**src/rtl/instr_fetch_unit_if.sv**
```systemverilog
// Fetch-stage bundle: instruction-memory request/response, pipeline control
// from later stages, and the IF/ID register presented to decode.
interface instr_fetch_unit_if;
  logic [15:0] imem_addr;
  logic [31:0] imem_instr;
  logic        stall;
  logic        redirect;
  logic [15:0] redirect_pc;
  logic        ifid_valid;
  logic [31:0] ifid_instr;
  logic [15:0] ifid_pc;
  logic        halted;

  modport master (
    output imem_addr,
    input  imem_instr,
    input  stall,
    input  redirect,
    input  redirect_pc,
    output ifid_valid,
    output ifid_instr,
    output ifid_pc,
    output halted
  );

  modport slave (
    input  imem_addr,
    output imem_instr,
    output stall,
    output redirect,
    output redirect_pc,
    input  ifid_valid,
    input  ifid_instr,
    input  ifid_pc,
    input  halted
  );
endinterface

```
**src/rtl/instr_fetch_unit.sv**
```systemverilog
// Instruction-fetch stage: owns the PC, resolves unconditional jumps in fetch
// with no bubble, honours decode stalls and later-stage redirects, stops on HALT.
module instr_fetch_unit #(
  parameter logic [15:0] RESET_PC = 16'h0000,
  parameter logic [5:0]  JUMP_OP  = 6'b010100,
  parameter logic [5:0]  HALT_OP  = 6'b111111
) (
  input logic                clk,
  input logic                rst_n,
  instr_fetch_unit_if.master bus
);

  typedef enum logic [1:0] {BOOT, RUN, HALT} state_e;

  state_e      state_q, state_d;
  logic [15:0] pc_q, pc_d;
  logic        valid_q, valid_d;
  logic [31:0] instr_q, instr_d;
  logic [15:0] ifpc_q, ifpc_d;
  logic        halted_q, halted_d;

  logic [5:0]  op;
  logic [15:0] imm;

  assign op  = bus.imem_instr[31:26];
  assign imm = bus.imem_instr[15:0];

  // Redirect outranks stall in every state; the jump target wraps modulo 2^16
  // because the signed immediate is added at full 16-bit width.
  always_comb begin
    state_d  = state_q;
    pc_d     = pc_q;
    valid_d  = valid_q;
    instr_d  = instr_q;
    ifpc_d   = ifpc_q;
    halted_d = halted_q;
    case (state_q)
      BOOT: state_d = RUN;
      RUN: begin
        if (bus.redirect) begin
          pc_d    = bus.redirect_pc;
          valid_d = 1'b0;
        end else if (!bus.stall) begin
          valid_d = 1'b1;
          instr_d = bus.imem_instr;
          ifpc_d  = pc_q;
          if (op == JUMP_OP) begin
            pc_d = pc_q + 16'd1 + imm;
          end else if (op == HALT_OP) begin
            state_d  = HALT;
            halted_d = 1'b1;
          end else begin
            pc_d = pc_q + 16'd1;
          end
        end
      end
      HALT: begin
        if (bus.redirect) begin
          state_d  = RUN;
          pc_d     = bus.redirect_pc;
          valid_d  = 1'b0;
          halted_d = 1'b0;
        end else if (!bus.stall) begin
          valid_d = 1'b0;
        end
      end
      default: state_d = BOOT;
    endcase
  end

  always_ff @(posedge clk or negedge rst_n) begin
    if (!rst_n) begin
      state_q  <= BOOT;
      pc_q     <= RESET_PC;
      valid_q  <= 1'b0;
      instr_q  <= 32'h0;
      ifpc_q   <= 16'h0;
      halted_q <= 1'b0;
    end else begin
      state_q  <= state_d;
      pc_q     <= pc_d;
      valid_q  <= valid_d;
      instr_q  <= instr_d;
      ifpc_q   <= ifpc_d;
      halted_q <= halted_d;
    end
  end

  assign bus.imem_addr  = pc_q;
  assign bus.ifid_valid = valid_q;
  assign bus.ifid_instr = instr_q;
  assign bus.ifid_pc    = ifpc_q;
  assign bus.halted     = halted_q;

endmodule

```
**src/flat_wrapper.sv**
```systemverilog
// flat-port wrapper written by rule: the top's interface ports become plain ports
module instr_fetch_unit_flat 
#(
  parameter logic [15:0] RESET_PC = 16'h0000,
  parameter logic [5:0]  JUMP_OP  = 6'b010100,
  parameter logic [5:0]  HALT_OP  = 6'b111111
)
  (clk, rst_n, bus_imem_addr, bus_imem_instr, bus_stall, bus_redirect, bus_redirect_pc, bus_ifid_valid, bus_ifid_instr, bus_ifid_pc, bus_halted);
  instr_fetch_unit_if bus_i ();
  input logic clk;
  input logic rst_n;
  output wire logic [$bits(bus_i.imem_addr)-1:0] bus_imem_addr;
  input wire logic [$bits(bus_i.imem_instr)-1:0] bus_imem_instr;
  input wire logic [$bits(bus_i.stall)-1:0] bus_stall;
  input wire logic [$bits(bus_i.redirect)-1:0] bus_redirect;
  input wire logic [$bits(bus_i.redirect_pc)-1:0] bus_redirect_pc;
  output wire logic [$bits(bus_i.ifid_valid)-1:0] bus_ifid_valid;
  output wire logic [$bits(bus_i.ifid_instr)-1:0] bus_ifid_instr;
  output wire logic [$bits(bus_i.ifid_pc)-1:0] bus_ifid_pc;
  output wire logic [$bits(bus_i.halted)-1:0] bus_halted;
  assign bus_imem_addr = bus_i.imem_addr;
  assign bus_i.imem_instr = bus_imem_instr;
  assign bus_i.stall = bus_stall;
  assign bus_i.redirect = bus_redirect;
  assign bus_i.redirect_pc = bus_redirect_pc;
  assign bus_ifid_valid = bus_i.ifid_valid;
  assign bus_ifid_instr = bus_i.ifid_instr;
  assign bus_ifid_pc = bus_i.ifid_pc;
  assign bus_halted = bus_i.halted;
  instr_fetch_unit #(.RESET_PC(RESET_PC), .JUMP_OP(JUMP_OP), .HALT_OP(HALT_OP)) u_core (.clk(clk), .rst_n(rst_n), .bus(bus_i));
endmodule
```
**config.mk**
```make
export PLATFORM = sky130hd
export DESIGN_NAME = instr_fetch_unit_flat
export DESIGN_NICKNAME = d
export VERILOG_FILES = /design/src/rtl/instr_fetch_unit_if.sv /design/src/rtl/instr_fetch_unit.sv /design/src/flat_wrapper.sv
export SDC_FILE = /design/constraint.sdc
export NUM_CORES = 1
export LEC_CHECK = 0
export BUFFER_PORTS_ARGS = -buffer_cell sky130_fd_sc_hd__buf_2
export CAP_MARGIN = 10
export CORE_ASPECT_RATIO = 0.9
export CORE_UTILIZATION = 40
export CTS_CLUSTER_DIAMETER = 120
export CTS_CLUSTER_SIZE = 24
export DETAILED_ROUTE_END_ITERATION = 6
export SYNTH_ARGS = -nofsm -noshare
export SYNTH_HDL_FRONTEND = slang
export SYNTH_SLANG_ARGS = --single-unit
```
**constraint.sdc**
```tcl
create_clock -name clk -period 7.2 [get_ports clk]
set_input_delay 2.16 -clock clk [delete_from_list [all_inputs] [get_ports clk]]
set_output_delay 2.16 -clock clk [all_outputs]
set_load 0.02 [all_outputs]
```
After elaboration in Yosys (flattened, before gate mapping)
Index checks and enable logic that the tools add are counted.
{"block": "totals", "output_inout_bits": 66, "ff_bits": 68}
{"block": "classes", "n_bitwise": 2, "reduce_logical": 7, "eq_ne": 12, "muxes": 23, "addsub": 2}
{"operator": "16-bit 2-to-1 mux", "n": 5}
{"operator": "16-bit one-hot mux with 2 select lines", "n": 1}
{"operator": "16-bit by 1-bit adder with 16-bit output (second input constant)", "n": 1}
{"operator": "16-bit adder", "n": 1}
{"operator": "2-bit 2-to-1 mux", "n": 5}
{"operator": "1-bit 2-to-1 mux", "n": 9}
{"operator": "2-bit inequality test (second input constant)", "n": 4}
{"operator": "6-bit by 5-bit equality test with 1-bit output (second input constant)", "n": 1}
{"operator": "6-bit equality test (second input constant)", "n": 1}
{"operator": "3-bit inequality test (second input constant)", "n": 2}
{"operator": "2-bit one-hot mux with 3 select lines", "n": 1}
{"operator": "3-bit AND reduction", "n": 2}
{"operator": "6-bit AND reduction", "n": 1}
{"operator": "5-bit AND reduction", "n": 1}
{"operator": "4-bit by 3-bit inequality test with 1-bit output (second input constant)", "n": 1}
{"operator": "1-bit one-hot mux with 2 select lines", "n": 2}
{"operator": "4-bit AND reduction", "n": 1}
{"operator": "2-bit by 1-bit equality test with 1-bit output (second input constant)", "n": 1}
{"operator": "2-bit equality test (second input constant)", "n": 1}
{"operator": "2-bit zero test", "n": 1}
{"operator": "2-bit by 1-bit inequality test with 1-bit output (second input constant)", "n": 1}
{"operator": "1-bit NOT", "n": 2}
{"operator": "2-bit nonzero test", "n": 1}

Logic depth before layout (Yosys ltp)
{"block": "logic_depth", "ltp_word": 6, "mapped_depth": 12, "depth_no_buf": 12}

Worst setup path before layout
No wires, ideal clock.
{"block": "synth_path", "path_kind": "input-to-reg", "from": "input bus_imem_instr[0]", "to": "register u_core.pc_q[10], in the netlist u_core.bus.imem_addr[10]", "slack_ns": 3.371, "arrival_time_ns": 3.695, "setup_ns": 0.134, "path_stages": 8, "n_path_buf": 0, "cell_sequence": "ha_1 fa_1 a211oi_1 o211ai_1 a41oi_1 xnor2_1 mux2i_1 o21ai_1"}
{"block": "synth_between", "elab_chain_len": 5}
{"item": "start: declaration", "line_no": "flat_wrapper.sv:13", "source": "input wire logic [$bits(bus_i.imem_instr)-1:0] bus_imem_instr;"}
{"item": "16-bit adder", "line_no": "instr_fetch_unit.sv:48", "source": "pc_d = pc_q + 16'd1 + imm;"}
{"item": "16-bit 2-to-1 mux", "line_no": "instr_fetch_unit.sv:47", "source": "if (op == JUMP_OP) begin"}
{"item": "16-bit 2-to-1 mux", "line_no": "instr_fetch_unit.sv:43", "source": "end else if (!bus.stall) begin"}
{"item": "16-bit 2-to-1 mux", "line_no": "instr_fetch_unit.sv:40", "source": "if (bus.redirect) begin"}
{"item": "16-bit one-hot mux with 2 select lines", "line_no": "instr_fetch_unit.sv:37", "source": "case (state_q)"}
{"item": "end signal: assignment", "line_no": "instr_fetch_unit.sv:81", "source": "pc_q <= pc_d;"}
{"item": "end: declaration", "line_no": "instr_fetch_unit.sv:16", "source": "logic [15:0] pc_q, pc_d;"}
No other way between the ends. The select of a mux whose other input is x is not followed.
A chain may end at the register's enable or synchronous reset.

Worst setup path in the final report
{"block": "layout_path", "from": "input bus_imem_instr[27]", "to": "register u_core.pc_q[13], in the netlist u_core.bus.imem_addr[13]"}
{"block": "layout_between", "elab_chain_len": 5}
{"item": "6-bit by 5-bit equality test with 1-bit output", "line_no": "instr_fetch_unit.sv:47"}
{"item": "16-bit 2-to-1 mux", "line_no": "instr_fetch_unit.sv:47"}
{"item": "16-bit 2-to-1 mux", "line_no": "instr_fetch_unit.sv:43"}
{"item": "16-bit 2-to-1 mux", "line_no": "instr_fetch_unit.sv:40"}
{"item": "16-bit one-hot mux with 2 select lines", "line_no": "instr_fetch_unit.sv:37"}
Parallel ways exist; a longest one is shown, timed or not. The select of a mux whose other input is x is not followed.

==> results.tsv <==
metric	value	unit
status	finished, final reports clean	
grt_overflow	0	
crit_cells	7	
totalWireLength	9780	um
rr_worst_depth	12	
cts_tree	done	
synth_fa_ha_area_frac	0.0691	
fin_crit	3990	ps
grt.total_usage	0.198	
die_h	95.8	um
fin_nets	556	
p_switching	0.447	mW
pwr-share-seq	0.394	
critPathTopFamily	simple AND/OR/NAND/NOR gates	
fin_skew	10.1	ps
internal-power	0.793	mW
ys_ff_latch	68	
fmax	251	MHz
syn_inst	366	
cp-end-kind	flop	
use_met2	0.315	
synth_top_family_by_area	compound AO/OA/AOI/OAI gates	
final_common_cell	buf_2	
use_met3	0.0460	
pin_count	118	
vias	3292	
syn_to_final_growth	23.0	%
busiest_layer	met2	
sw_frac_of_total	0.360	
crit_path_max_incr_delay	740	ps
synth-main-ff-cell	dfrtp_1	
postCtsSetupBuffers	0	
power_density	258	nW/um2
worst_pin_slew	1010	ps
arrival	4170	ps
rows	33	
wl_per_cell	16.0	um
finalHoldViolations	0	
seq_area_frac_synth	0.435	
critical_path_class	primary input to flop	
grt_pass1_wl	15600	um
syn-cell-area	3910	um2
die_area	10200	um2
dp_cells	594	
yosysWarnings	0	
synth_top_cell_area_share	0.435	
rr_startpoint	u_core.bus.imem_addr[0]	
power	1.24	mW
slew_violations	0	
muxShareOfSynthArea	0.144	
timing.rr.end	u_core.bus.imem_addr[15]	
die_x	106	um
postRouteAntennaNets	0	
clockPowerShare	0.257	
tns	0	ps
grt_use_met1	0.270	
clk_path_buf_depth	2	
numCtsBuffers	9	
syn_avg_cell_area	10.7	um2
post-route-drc-count	0	
dp_hpwl	6910	um
hold_end	u_core.bus.ifid_instr[13]	
initial_utilization	0.421	
holdPathStages	1	
place_congestion	0.833	
drive_above_1_share	0.371	
startpoint_type	primary input	
synth-simple-area-share	0.113	
synth_area_leader_cell	dfrtp_1	
yosys.area_share.xor_xnor	0.0605	
worstPathRequired	7380	ps
io_buffer_count	117	
mostFrequentLayoutCells	buf_2, dfrtp_1, mux2_2	
hold_slack	480	ps
leakagePower	2.20	nW
fin_cells	610	
antenna_found_initial	0	
hold_class	flop to flop	
worstPathMaxFanout	21	
synth_compound_area_frac	0.158	
r2r_slack	3920	ps
dr.pass1.iters	4	
h-tree-depth	3	
cts_resized	0	
crit_buf_inv	1	
coreArea	9290	um2
syn_nets	439	
clkLatencyLatePin	340	ps
drt_iter0_drc	162	
synth_area_leaders	dfrtp_1, mux2_2, ha_1, xnor2_1, a21oi_1	
slew_headroom	0.327	
viasPerCell	5.40	
clkTransAtPathRegs	70	ps
path_cells	buf_2, nor4_1, nand3_1, nand2b_1, o32ai_1, a21oi_1, o31ai_1	
combPwrFrac	0.349	
finalSetupViolations	0	
final_util	0.517	
async_reset_ff_frac	1.00	
cap_viol_max_count	0	
grt_max_degree	69	
grt_pass1_vias	3099	
synth_edf_count	0	
antenna_cells	0	
cts_num_sinks	68	
timing.final.crit_share	0.554	
rsz0062_at_grt	false	
holdCritStartpoint	u_core.bus.ifid_instr[13]	
peakVddDrop	145	uV
root_buffer	clkbuf_8	
critPathSlowestCell	nand3_1	
postCtsHoldBufs	0	
ys_types	50	
==> cell families after synthesis <==
family | after synthesis
AOI/OAI and AO/OA | 96
buffers and inverters | 18
DFF | 68
adders and majority gates | 21
muxes | 50
and+or+nand+nor | 86
xor gates and xnor gates | 27
==> worst max-delay path by stage <==
| stage | from | to |
|---|---|---|
| floorplan | bus_imem_instr[0] | u_core.bus.imem_addr[10] |
| global route | bus_imem_instr[27] | u_core.bus.imem_addr[13] |
| detailed placement | bus_imem_instr[27] | u_core.bus.imem_addr[13] |
| finish | bus_imem_instr[27] | u_core.bus.imem_addr[13] |
| CTS | bus_imem_instr[27] | u_core.bus.imem_addr[13] |
| global placement | bus_imem_instr[27] | u_core.bus.imem_addr[13] |
==> Yosys cell counts, types with 5 or more instances <==
| cell type | count |
|---|---|
| buf_2 | 9 |
| nor3_1 | 5 |
| ha_1 | 20 |
| o21ai_0 | 12 |
| nand3_1 | 7 |
| a21oi_1 | 28 |
| o31ai_1 | 5 |
| mux2_2 | 40 |
| dfrtp_1 | 68 |
| xor2_1 | 9 |
| o211ai_1 | 5 |
| and3_1 | 5 |
| a211oi_1 | 6 |
| inv_1 | 5 |
| mux2_1 | 9 |
| xnor2_1 | 18 |
| nor2_1 | 14 |
| o21ai_1 | 13 |
| nand2_1 | 30 |
==> flip-flops by register name, summed over array words and instances (netlist names) <==
register and flops:
u_core.bus.halted 1, u_core.bus.ifid_pc 16, u_core.bus.ifid_instr 32, u_core.bus.imem_addr 16, u_core.state_q 2, u_core.bus.ifid_valid 1
==> layer usage <==
| layer | vias to the layer above | routed length [um] |
|---|---|---|
| met2 | 104 | 4420 |
| met4 | 0 | 42 |
| li1 | 1588 | - |
| met3 | 4 | 718 |
| met5 | - | 0 |
| met1 | 1596 | 4600 |
==> metrics by stage <==
step	setup WS [ps]	area, um2
after floorplan	3370	3910
after global placement	2950	4600
after detailed placement	2930	4600
after CTS	3280	4810
after global routing	3030	4810
final	3210	4810
==> area by class of cell <==
cell class | instances | area (um2)
clock buffer | 10 | 138
clock inverter | 6 | 63.8
fill | 915 | 4480
inverter | 5 | 18.8
multi-input combinational | 280 | 2130
sequential | 68 | 1700
tap | 122 | 153
timing repair buffer | 119 | 603
==> power by group through the flow <==
stage / clock (mW) / sequential, mW / combinational [mW]
detailed placement: 0 / 0.496 / 0.431
finish: 0.319 / 0.488 / 0.433
CTS: 0.329 / 0.489 / 0.435
global route: 0.345 / 0.499 / 0.471
global placement: 0 / 0.493 / 0.427
floorplan: 0 / 0.569 / 0.220
(Power assumes the default switching activity.)
